`config.mk`:
```
export PLATFORM = sky130hd
export DESIGN_NAME = rob_fill_tx_flat
export DESIGN_NICKNAME = d
export VERILOG_FILES = /design/src/rtl/rob_fill_tx_if.sv /design/src/rtl/rob_fill_tx.sv /design/src/flat_wrapper.sv
export SDC_FILE = /design/constraint.sdc
export NUM_CORES = 1
export LEC_CHECK = 0
export ABC_AREA = 1
export CORE_MARGIN = 5
export CORE_UTILIZATION = 45
export CTS_CLUSTER_DIAMETER = 100
export CTS_CLUSTER_SIZE = 20
export DETAILED_ROUTE_END_ITERATION = 7
export PLACE_DENSITY = 0.67
export SLEW_MARGIN = 20
export SYNTH_ARGS = -nofsm -noshare
export SYNTH_HDL_FRONTEND = slang
export SYNTH_SLANG_ARGS = --single-unit
```
`constraint.sdc`:
```
create_clock -name clk -period 5.6 [get_ports clk]
set_input_delay 1.12 -clock clk [delete_from_list [all_inputs] [get_ports clk]]
set_output_delay 1.12 -clock clk [all_outputs]
set_load 0.02 [all_outputs]
```
`src/rtl/rob_fill_tx_if.sv`:
```
// Result lanes into the fill arbiter, and the fill command out to the ROB.
//   Lanes alu/mul/div: <lane>_valid, <lane>_idx, <lane>_data, <lane>_exc in; <lane>_ready out.
//   Fill: fill_valid, fill_idx, fill_data, fill_exc, fill_src out; fill_ready in.
//   master = producers plus ROB (bench side); slave = rob_fill_tx.
interface rob_fill_tx_if #(
  parameter int unsigned ROB_IDX_W = 5,
  parameter int unsigned DATA_W    = 32
);
  logic                 alu_valid;
  logic                 alu_ready;
  logic [ROB_IDX_W-1:0] alu_idx;
  logic [DATA_W-1:0]    alu_data;
  logic                 alu_exc;

  logic                 mul_valid;
  logic                 mul_ready;
  logic [ROB_IDX_W-1:0] mul_idx;
  logic [DATA_W-1:0]    mul_data;
  logic                 mul_exc;

  logic                 div_valid;
  logic                 div_ready;
  logic [ROB_IDX_W-1:0] div_idx;
  logic [DATA_W-1:0]    div_data;
  logic                 div_exc;

  logic                 fill_valid;
  logic                 fill_ready;
  logic [ROB_IDX_W-1:0] fill_idx;
  logic [DATA_W-1:0]    fill_data;
  logic                 fill_exc;
  logic [1:0]           fill_src;

  modport master (
    output alu_valid, alu_idx, alu_data, alu_exc,
    output mul_valid, mul_idx, mul_data, mul_exc,
    output div_valid, div_idx, div_data, div_exc,
    output fill_ready,
    input  alu_ready, mul_ready, div_ready,
    input  fill_valid, fill_idx, fill_data, fill_exc, fill_src
  );

  modport slave (
    input  alu_valid, alu_idx, alu_data, alu_exc,
    input  mul_valid, mul_idx, mul_data, mul_exc,
    input  div_valid, div_idx, div_data, div_exc,
    input  fill_ready,
    output alu_ready, mul_ready, div_ready,
    output fill_valid, fill_idx, fill_data, fill_exc, fill_src
  );
endinterface

```
`src/rtl/rob_fill_tx.sv`:
```
// Merges alu/mul/div execution results into one ROB fill port.
// Each lane has a 2-entry FIFO; a round-robin arbiter feeds a single
// registered output stage (2-cycle minimum latency, 1 fill/cycle sustained).
//   clk, rst_n  : clock, async active-low reset
//   flush       : drops every held entry and this cycle's pushes/acceptance
//   busy        : output stage or any FIFO holds an entry
//   fill_count  : wrapping count of accepted fills (survives flush)
//   bus         : lane and fill handshakes (rob_fill_tx_if.slave)
module rob_fill_tx #(
  parameter int unsigned ROB_IDX_W = 5,
  parameter int unsigned DATA_W    = 32
) (
  input  logic        clk,
  input  logic        rst_n,
  input  logic        flush,
  output logic        busy,
  output logic [15:0] fill_count,
  rob_fill_tx_if.slave bus
);

  localparam int unsigned NLANES  = 3;
  localparam int unsigned DEPTH   = 2;
  localparam int unsigned CNT_W   = 2;
  localparam int unsigned COUNT_W = 16;

  typedef struct packed {
    logic [ROB_IDX_W-1:0] idx;
    logic [DATA_W-1:0]    data;
    logic                 exc;
  } entry_t;

  // Lane FIFO state
  entry_t           mem_q   [NLANES][DEPTH];
  entry_t           mem_d   [NLANES][DEPTH];
  logic [CNT_W-1:0] cnt_q   [NLANES];
  logic [CNT_W-1:0] cnt_d   [NLANES];
  logic             wr_ptr_q[NLANES];
  logic             wr_ptr_d[NLANES];
  logic             rd_ptr_q[NLANES];
  logic             rd_ptr_d[NLANES];

  // Output stage and arbitration state
  logic               out_valid_q, out_valid_d;
  entry_t             out_q, out_d;
  logic [1:0]         out_src_q, out_src_d;
  logic [1:0]         last_grant_q, last_grant_d;
  logic [COUNT_W-1:0] count_q, count_d;
  logic               ready_en_q;

  logic   lane_valid_c[NLANES];
  entry_t lane_in_c   [NLANES];
  logic   lane_ready_c[NLANES];
  logic   push_c      [NLANES];
  logic   load_c;
  logic   accept_c;
  logic   grant_valid_c;
  logic [1:0] grant_c;

  function automatic logic [1:0] next_lane(input logic [1:0] l);
    return (l == 2'd2) ? 2'd0 : l + 2'd1;
  endfunction

  // Gather lane inputs into arrays
  always_comb begin
    lane_valid_c[0] = bus.alu_valid;
    lane_valid_c[1] = bus.mul_valid;
    lane_valid_c[2] = bus.div_valid;
    lane_in_c[0]    = entry_t'{idx: bus.alu_idx, data: bus.alu_data, exc: bus.alu_exc};
    lane_in_c[1]    = entry_t'{idx: bus.mul_idx, data: bus.mul_data, exc: bus.mul_exc};
    lane_in_c[2]    = entry_t'{idx: bus.div_idx, data: bus.div_data, exc: bus.div_exc};
  end

  // Ready depends only on local state and flush, never on fill_ready or valids
  always_comb begin
    for (int i = 0; i < NLANES; i++) begin
      lane_ready_c[i] = ready_en_q && (cnt_q[i] != CNT_W'(DEPTH)) && !flush;
      push_c[i]       = lane_valid_c[i] && lane_ready_c[i];
    end
  end

  assign bus.alu_ready = lane_ready_c[0];
  assign bus.mul_ready = lane_ready_c[1];
  assign bus.div_ready = lane_ready_c[2];

  assign load_c   = !out_valid_q || bus.fill_ready;
  assign accept_c = out_valid_q && bus.fill_ready && !flush;

  // Round-robin pick starting one past the last granted lane
  always_comb begin
    logic [1:0] cand;
    grant_valid_c = 1'b0;
    grant_c       = last_grant_q;
    cand          = next_lane(last_grant_q);
    for (int k = 0; k < NLANES; k++) begin
      if (!grant_valid_c && (cnt_q[cand] != '0)) begin
        grant_valid_c = 1'b1;
        grant_c       = cand;
      end
      cand = next_lane(cand);
    end
  end

  // FIFO, output stage and counter next-state
  always_comb begin
    mem_d        = mem_q;
    cnt_d        = cnt_q;
    wr_ptr_d     = wr_ptr_q;
    rd_ptr_d     = rd_ptr_q;
    out_valid_d  = out_valid_q;
    out_d        = out_q;
    out_src_d    = out_src_q;
    last_grant_d = last_grant_q;
    count_d      = count_q + COUNT_W'(accept_c);

    for (int i = 0; i < NLANES; i++) begin
      logic pop;
      pop = load_c && grant_valid_c && (grant_c == 2'(i)) && !flush;
      if (flush) begin
        cnt_d[i]    = '0;
        wr_ptr_d[i] = 1'b0;
        rd_ptr_d[i] = 1'b0;
      end else begin
        if (push_c[i]) begin
          mem_d[i][wr_ptr_q[i]] = lane_in_c[i];
          wr_ptr_d[i]           = ~wr_ptr_q[i];
        end
        if (pop) begin
          rd_ptr_d[i] = ~rd_ptr_q[i];
        end
        cnt_d[i] = cnt_q[i] + CNT_W'(push_c[i]) - CNT_W'(pop);
      end
    end

    if (flush) begin
      out_valid_d = 1'b0;
    end else if (load_c) begin
      out_valid_d = grant_valid_c;
      if (grant_valid_c) begin
        out_d        = mem_q[grant_c][rd_ptr_q[grant_c]];
        out_src_d    = grant_c;
        last_grant_d = grant_c;
      end
    end
  end

  // State registers; reset leaves last_grant at div so alu wins first
  always_ff @(posedge clk or negedge rst_n) begin
    if (!rst_n) begin
      for (int i = 0; i < NLANES; i++) begin
        for (int j = 0; j < DEPTH; j++) begin
          mem_q[i][j] <= '0;
        end
        cnt_q[i]    <= '0;
        wr_ptr_q[i] <= 1'b0;
        rd_ptr_q[i] <= 1'b0;
      end
      out_valid_q  <= 1'b0;
      out_q        <= '0;
      out_src_q    <= '0;
      last_grant_q <= 2'd2;
      count_q      <= '0;
      ready_en_q   <= 1'b0;
    end else begin
      mem_q        <= mem_d;
      cnt_q        <= cnt_d;
      wr_ptr_q     <= wr_ptr_d;
      rd_ptr_q     <= rd_ptr_d;
      out_valid_q  <= out_valid_d;
      out_q        <= out_d;
      out_src_q    <= out_src_d;
      last_grant_q <= last_grant_d;
      count_q      <= count_d;
      ready_en_q   <= 1'b1;
    end
  end

  assign bus.fill_valid = out_valid_q;
  assign bus.fill_idx   = out_q.idx;
  assign bus.fill_data  = out_q.data;
  assign bus.fill_exc   = out_q.exc;
  assign bus.fill_src   = out_src_q;
  assign fill_count     = count_q;
  assign busy           = out_valid_q || (cnt_q[0] != '0) || (cnt_q[1] != '0) || (cnt_q[2] != '0);

endmodule

```
`src/flat_wrapper.sv`:
```
// flat-port wrapper written by rule: the top's interface ports become plain ports
module rob_fill_tx_flat 
#(
  parameter int unsigned ROB_IDX_W = 5,
  parameter int unsigned DATA_W    = 32
)
  (clk, rst_n, flush, busy, fill_count, bus_alu_valid, bus_alu_idx, bus_alu_data, bus_alu_exc, bus_mul_valid, bus_mul_idx, bus_mul_data, bus_mul_exc, bus_div_valid, bus_div_idx, bus_div_data, bus_div_exc, bus_fill_ready, bus_alu_ready, bus_mul_ready, bus_div_ready, bus_fill_valid, bus_fill_idx, bus_fill_data, bus_fill_exc, bus_fill_src);
  rob_fill_tx_if #(.ROB_IDX_W(ROB_IDX_W), .DATA_W(DATA_W)) bus_i ();
  input  logic clk;
  input  logic rst_n;
  input  logic flush;
  output logic busy;
  output logic [15:0] fill_count;
  input wire logic [$bits(bus_i.alu_valid)-1:0] bus_alu_valid;
  input wire logic [$bits(bus_i.alu_idx)-1:0] bus_alu_idx;
  input wire logic [$bits(bus_i.alu_data)-1:0] bus_alu_data;
  input wire logic [$bits(bus_i.alu_exc)-1:0] bus_alu_exc;
  input wire logic [$bits(bus_i.mul_valid)-1:0] bus_mul_valid;
  input wire logic [$bits(bus_i.mul_idx)-1:0] bus_mul_idx;
  input wire logic [$bits(bus_i.mul_data)-1:0] bus_mul_data;
  input wire logic [$bits(bus_i.mul_exc)-1:0] bus_mul_exc;
  input wire logic [$bits(bus_i.div_valid)-1:0] bus_div_valid;
  input wire logic [$bits(bus_i.div_idx)-1:0] bus_div_idx;
  input wire logic [$bits(bus_i.div_data)-1:0] bus_div_data;
  input wire logic [$bits(bus_i.div_exc)-1:0] bus_div_exc;
  input wire logic [$bits(bus_i.fill_ready)-1:0] bus_fill_ready;
  output wire logic [$bits(bus_i.alu_ready)-1:0] bus_alu_ready;
  output wire logic [$bits(bus_i.mul_ready)-1:0] bus_mul_ready;
  output wire logic [$bits(bus_i.div_ready)-1:0] bus_div_ready;
  output wire logic [$bits(bus_i.fill_valid)-1:0] bus_fill_valid;
  output wire logic [$bits(bus_i.fill_idx)-1:0] bus_fill_idx;
  output wire logic [$bits(bus_i.fill_data)-1:0] bus_fill_data;
  output wire logic [$bits(bus_i.fill_exc)-1:0] bus_fill_exc;
  output wire logic [$bits(bus_i.fill_src)-1:0] bus_fill_src;
  assign bus_i.alu_valid = bus_alu_valid;
  assign bus_i.alu_idx = bus_alu_idx;
  assign bus_i.alu_data = bus_alu_data;
  assign bus_i.alu_exc = bus_alu_exc;
  assign bus_i.mul_valid = bus_mul_valid;
  assign bus_i.mul_idx = bus_mul_idx;
  assign bus_i.mul_data = bus_mul_data;
  assign bus_i.mul_exc = bus_mul_exc;
  assign bus_i.div_valid = bus_div_valid;
  assign bus_i.div_idx = bus_div_idx;
  assign bus_i.div_data = bus_div_data;
  assign bus_i.div_exc = bus_div_exc;
  assign bus_i.fill_ready = bus_fill_ready;
  assign bus_alu_ready = bus_i.alu_ready;
  assign bus_mul_ready = bus_i.mul_ready;
  assign bus_div_ready = bus_i.div_ready;
  assign bus_fill_valid = bus_i.fill_valid;
  assign bus_fill_idx = bus_i.fill_idx;
  assign bus_fill_data = bus_i.fill_data;
  assign bus_fill_exc = bus_i.fill_exc;
  assign bus_fill_src = bus_i.fill_src;
  rob_fill_tx #(.ROB_IDX_W(ROB_IDX_W), .DATA_W(DATA_W)) u_core (.clk(clk), .rst_n(rst_n), .flush(flush), .busy(busy), .fill_count(fill_count), .bus(bus_i));
endmodule
```
### Word-level counts from Yosys, hierarchy flattened

Cells that the tools add are included.

| word-level totals | value |
|---|---|
| output and inout port bits | 61 |
| word-level logic and storage cells | 181 |
| register bits after elaboration | 300 |

| cells by class | value |
|---|---|
| equality and inequality tests | 8 |
| bitwise operators | 15 |
| multiplexer cells | 53 |
| magnitude comparators | 11 |
| add/sub/neg operators | 10 |
| reduce and logical (&&, ||, !) cells | 49 |

Operators by type and width:

| operator | count |
|---|---|
| 76-bit bitwise mux | 3 |
| 38-bit two-way mux | 6 |
| 76-bit binary-select mux with 2-bit select | 1 |
| 76-bit two-way mux | 2 |
| 38-bit demux with 1-bit select | 3 |
| 2-bit two-way mux | 15 |
| 2-bit nonzero test | 13 |
| 1-bit logical AND | 23 |
| 1-bit two-way mux | 19 |
| 16-bit by 1-bit adder with 16-bit output | 1 |
| 2-bit binary-select mux with 2-bit select | 3 |
| 3-bit greater-or-equal comparator (second input constant) | 4 |
| 2-bit NOT with 3-bit output | 4 |
| 2-bit equality test (second input constant) | 4 |
| 2-bit greater-or-equal comparator (second input constant) | 4 |
| 1-bit NOT with 2-bit output | 4 |
| 1-bit NOT | 7 |
| 2-bit by 1-bit adder with 2-bit output | 3 |
| 2-bit by 1-bit adder with 2-bit output (second input constant) | 3 |
| 2-bit by 1-bit < comparator with 1-bit output (second input constant) | 3 |
| 2-bit != test (second input constant) | 3 |
| 2-bit AND reduction | 3 |
| 2-bit by 1-bit subtractor with 2-bit output | 3 |
| 1-bit zero test | 4 |
| other kinds (5) | 8 |

### Logic depth before layout (Yosys ltp)

| depth | value |
|---|---|
| word-level depth | 22 |
| depth in mapped cells | 19 |

### Least setup slack after synthesis

Ideal clock, no wire load.

| timing path | value |
|---|---|
| kind | input port to flip-flop |
| start | input port flush |
| end | register u_core.mem_q[42] (netlist bit) |
| cell stages on the path | 10 |
| arrival | 2735 ps |
| slack | 2733 ps |
| setup time | 133 ps |
| buffers on the path | 3 |
| cells stage by stage | inv_2 -> nand2_1 -> a21oi_1 -> nand2_1 -> or2_2 -> clkbuf_1 -> clkbuf_1 -> clkbuf_1 -> nand2_1 -> o21ai_0 |

| between the ends | value |
|---|---|
| longest elaborated chain between the ends | 4 |
| elaborated cells on any way between the ends | 5 |

RTL lines:

| element | RTL line | text |
|---|---|---|
| from (decl) | flat_wrapper.sv:11 | `input logic flush;` |
| 1-bit zero test | rob_fill_tx.sv:76 | `lane_ready_c[i] = ready_en_q && (cnt_q[i] != CNT_W'(DEPTH)) && !flush;` |
| 1-bit logical AND | rob_fill_tx.sv:76 |  |
| named net bus_div_ready | flat_wrapper.sv:29 | `output wire logic [$bits(bus_i.div_ready)-1:0] bus_div_ready;` |
| 1-bit logical AND | rob_fill_tx.sv:77 | `push_c[i] = lane_valid_c[i] && lane_ready_c[i];` |
| 2-bit AND reduction (no source line) | n/a |  |
| to (signal assigned) | rob_fill_tx.sv:164 | `mem_q <= mem_d;` |
| to (decl) | rob_fill_tx.sv:33 | `entry_t mem_q [NLANES][DEPTH];` |

The timed path passes the listed nets, and every way through them passes these cells.
A chain may end at the register's enable or synchronous reset.

### Worst setup path after layout

| timing path | value |
|---|---|
| start | input port flush |
| end | output port bus_div_ready |

| between the ends | value |
|---|---|
| longest elaborated chain between the ends | 2 |

RTL lines:

| element | RTL line |
|---|---|
| 1-bit zero test | rob_fill_tx.sv:76 |
| 1-bit logical AND | rob_fill_tx.sv:76 |
| to (decl) | flat_wrapper.sv:29 |

Every way passes these cells.

==> results.cfg <==
[status]
status = complete, no violations

[grt]
grt_max_degree = 134
grt_pass1_wl_um = 66200
grt_pass1_vias = 12400
overflow = 0
antenna_found_initial = 0
track_usage_pct = 22.5

[setup_path]
critPathArrivalTime_ps = 2910
critPathCaptureType = primary output
cp.required_ps = 4480
start_kind = primary input
critical_path_class = in2out
critPathMaxFanout = 11

[clock_network]
htree_levels = 1
cts_setup_buffers = 0
cts_sinks = 299
cts_buffer_depth = 3
clk_latency_ps = 530
tritoncts = done
clk_pin_slew_ps = 90
cts_resized = 0
cts_made_buffers = 18
hold_buffers = 0
root_buffer = clkbuf_16

[timing]
relSlewSlack_pct = 26.8
hold_viol = 0
maxSlewViolCount = 0
period_minus_slack_ps = 4030
tightest_slew_ps = 1090
setup_violations = 0
final.period_utilization_pct = 72.0
rsz0062_at_grt = no
finalSetupTns_ps = 0
fmax_mhz = 248
worst_clock_skew_ps = 22.0

[route]
wire_per_inst_um = 17.4
drc_errors = 0
ant_nets = 0
wl_um = 40600
via_count = 12500
viasPerCell = 5.34
firstDrtPassIters = 5
dr.first_iter.drc_count = 1051

[synthesis]
ys_warn_count = 0
syn_avg_cell_area_um2 = 7.85
synthFlopType = dfrtp_1
yosys.area.top_type = dfrtp_1
synth_nets = 1968
seq_area_frac_synth_pct = 51.8
synth_top_area_share_pct = 51.6
synthArstFlopShare_pct = 100
synth_area_mm2 = 0.0144
synth_cells = 1839
synth.distinct_cells = 38
synth_edf_count = 0
synth_seq_cells = 299
synth_area_leaders = dfrtp_1 (52%), nand2_1 (13%), o21ai_0 (7.9%)

[finish]
drive_above_1_share_pct = 3.78
fin_util_pct = 53.3
n_fill_cell = 2999
fin_nets = 2056
ff_latch_area_mm2 = 0.00748
syn2layout_area_growth_pct = 16.8
num_antenna_cells = 0
multi_input_area_mm2 = 0.00562

[worst_hold_path]
hp-class = reg2reg

[floorplanning]
core_area_mm2 = 0.0316
fp.dieArea_mm2 = 0.0358
die_y_um = 189
start_util_pct = 45.7
die_x_um = 189
fp-row-count = 65
ioPinCount = 182

[place]
portBuffers = 181
hpwl_um = 25300
gp_congestion = 0.819

[power]
irDropWorstVdd_mv = 0.605
power_density_mw_per_mm2 = 646
p_leak_nw = 8.57

[flow_run]
cap_violations = 0
per-layer routing:
layer / share of wire, % / track usage [%] / up-vias
li1: - / - / 6033
met1: 44 / 31.1 / 5955
met2: 47 / 36.9 / 413
met3: 6.0 / 3.34 / 70
met4: 3.1 / 7.09 / 0
met5: 0 / 0 / -
path summary, 6_finish.rpt:
check	start	end	slack, ps	cells after the start
worst min-delay path	u_core.fill_count[15]	u_core.fill_count[15]	480	1
max in group asynchronous	rst_n	u_core.bus.fill_data[7]	3610	2
min in group asynchronous	rst_n	u_core.bus.fill_data[23]	640	1
worst max-delay path	flush	bus_div_ready	1570	5
worst min register to register	u_core.fill_count[15]	u_core.fill_count[15]	480	1
worst max register to register	u_core.last_grant_q[1]	u_core.bus.fill_data[14]	1570	14
cells in the mapped netlist (6+ instances only):
master and number:
nand2_1 504, dfrtp_1 298, o21ai_0 228, inv_1 213, nor2_1 169, nand4_1 154
clkbuf_1 83, nand3_1 66, buf_2 32, xor2_1 13, ha_1 8, nand2_2 6
o21ai_1 6, xnor2_1 6
cell type report:
| type | count | share of cell area, % |
|---|---|---|
| Multi-Input combinational cell | 1192 | 33.3 |
| Tap cell | 402 | 2.98 |
| Clock buffer | 24 | 2.80 |
| Timing Repair Buffer | 197 | 11.6 |
| Sequential cell | 299 | 44.4 |
| Clock inverter | 1 | 0.0964 |
| Inverter | 219 | 4.89 |
registers in the layout (all words and copies together), names as in the netlist:
name and count:
u_core.rd_ptr_q 3, u_core.last_grant_q 2, u_core.fill_count 16, u_core.cnt_q 6
u_core.ready_en_q 1, u_core.bus.fill_valid 1, u_core.bus.fill_idx 5, u_core.bus.fill_data 32
u_core.bus.fill_exc 1, u_core.mem_q 228, u_core.bus.fill_src 1, u_core.wr_ptr_q 3
worst max-delay path, cell delays in order:
cell and delay (ps):
clkdlybuf4s50_1 650, inv_2 240, nand2_1 100, a21oi_1 170
clkdlybuf4s50_1 630
per-stage QoR:
stage	hold WS, ps	total power [W]	worst slack [ps]	instances	area (µm²)
3_3_place_gp	461	0.00942	1600	2309	16400
6_report	475	0.0109	1570	2334	16900
5_1_grt	501	0.0118	1280	2334	16900
2_1_floorplan	453	0.00785	2730	1839	14400
3_5_place_dp	462	0.00957	1560	2309	16400
4_1_cts	479	0.0109	1560	2334	16900
cell families (layout without fill, tap and decap cells):
| kind of cell | Yosys count | after routing | share of synthesized area (%) |
|---|---|---|---|
| simple gates | 920 | 920 | 28.1 |
| buf+inv | 348 | 441 | 9.73 |
| flops | 299 | 299 | 51.8 |
| compound gates | 244 | 244 | 8.53 |
| xor+xnor | 19 | 19 | 1.15 |
| fa+ha+maj | 8 | 8 | 0.693 |
| other cells | 1 | 1 | 0.0260 |
report_power, final:
part	switching, W	total, W	internal [W]
clock network	0.000723	0.00132	0.000597
logic	0.00425	0.00607	0.00182
registers	0.000505	0.00351	0.00301
cells in the final DEF (no fill, tap or decap), types with 3 or more instances in the layout:
master	count
clkdlybuf4s50_1	180
nand3_2	4
clkbuf_16	18
o21ai_0	228
clkbuf_1	6
nor2_1	168
nor2_4	3
nand2_1	500
xor2_1	13
inv_2	5
xnor2_1	6
o21ai_1	6
nand2_2	9
dfrtp_1	298
a21oi_1	5
ha_1	8
buf_4	15
nand3_4	3
nand2_4	3
nand3_1	63
nand4_1	154
inv_1	213
(Power assumes the default switching activity.)
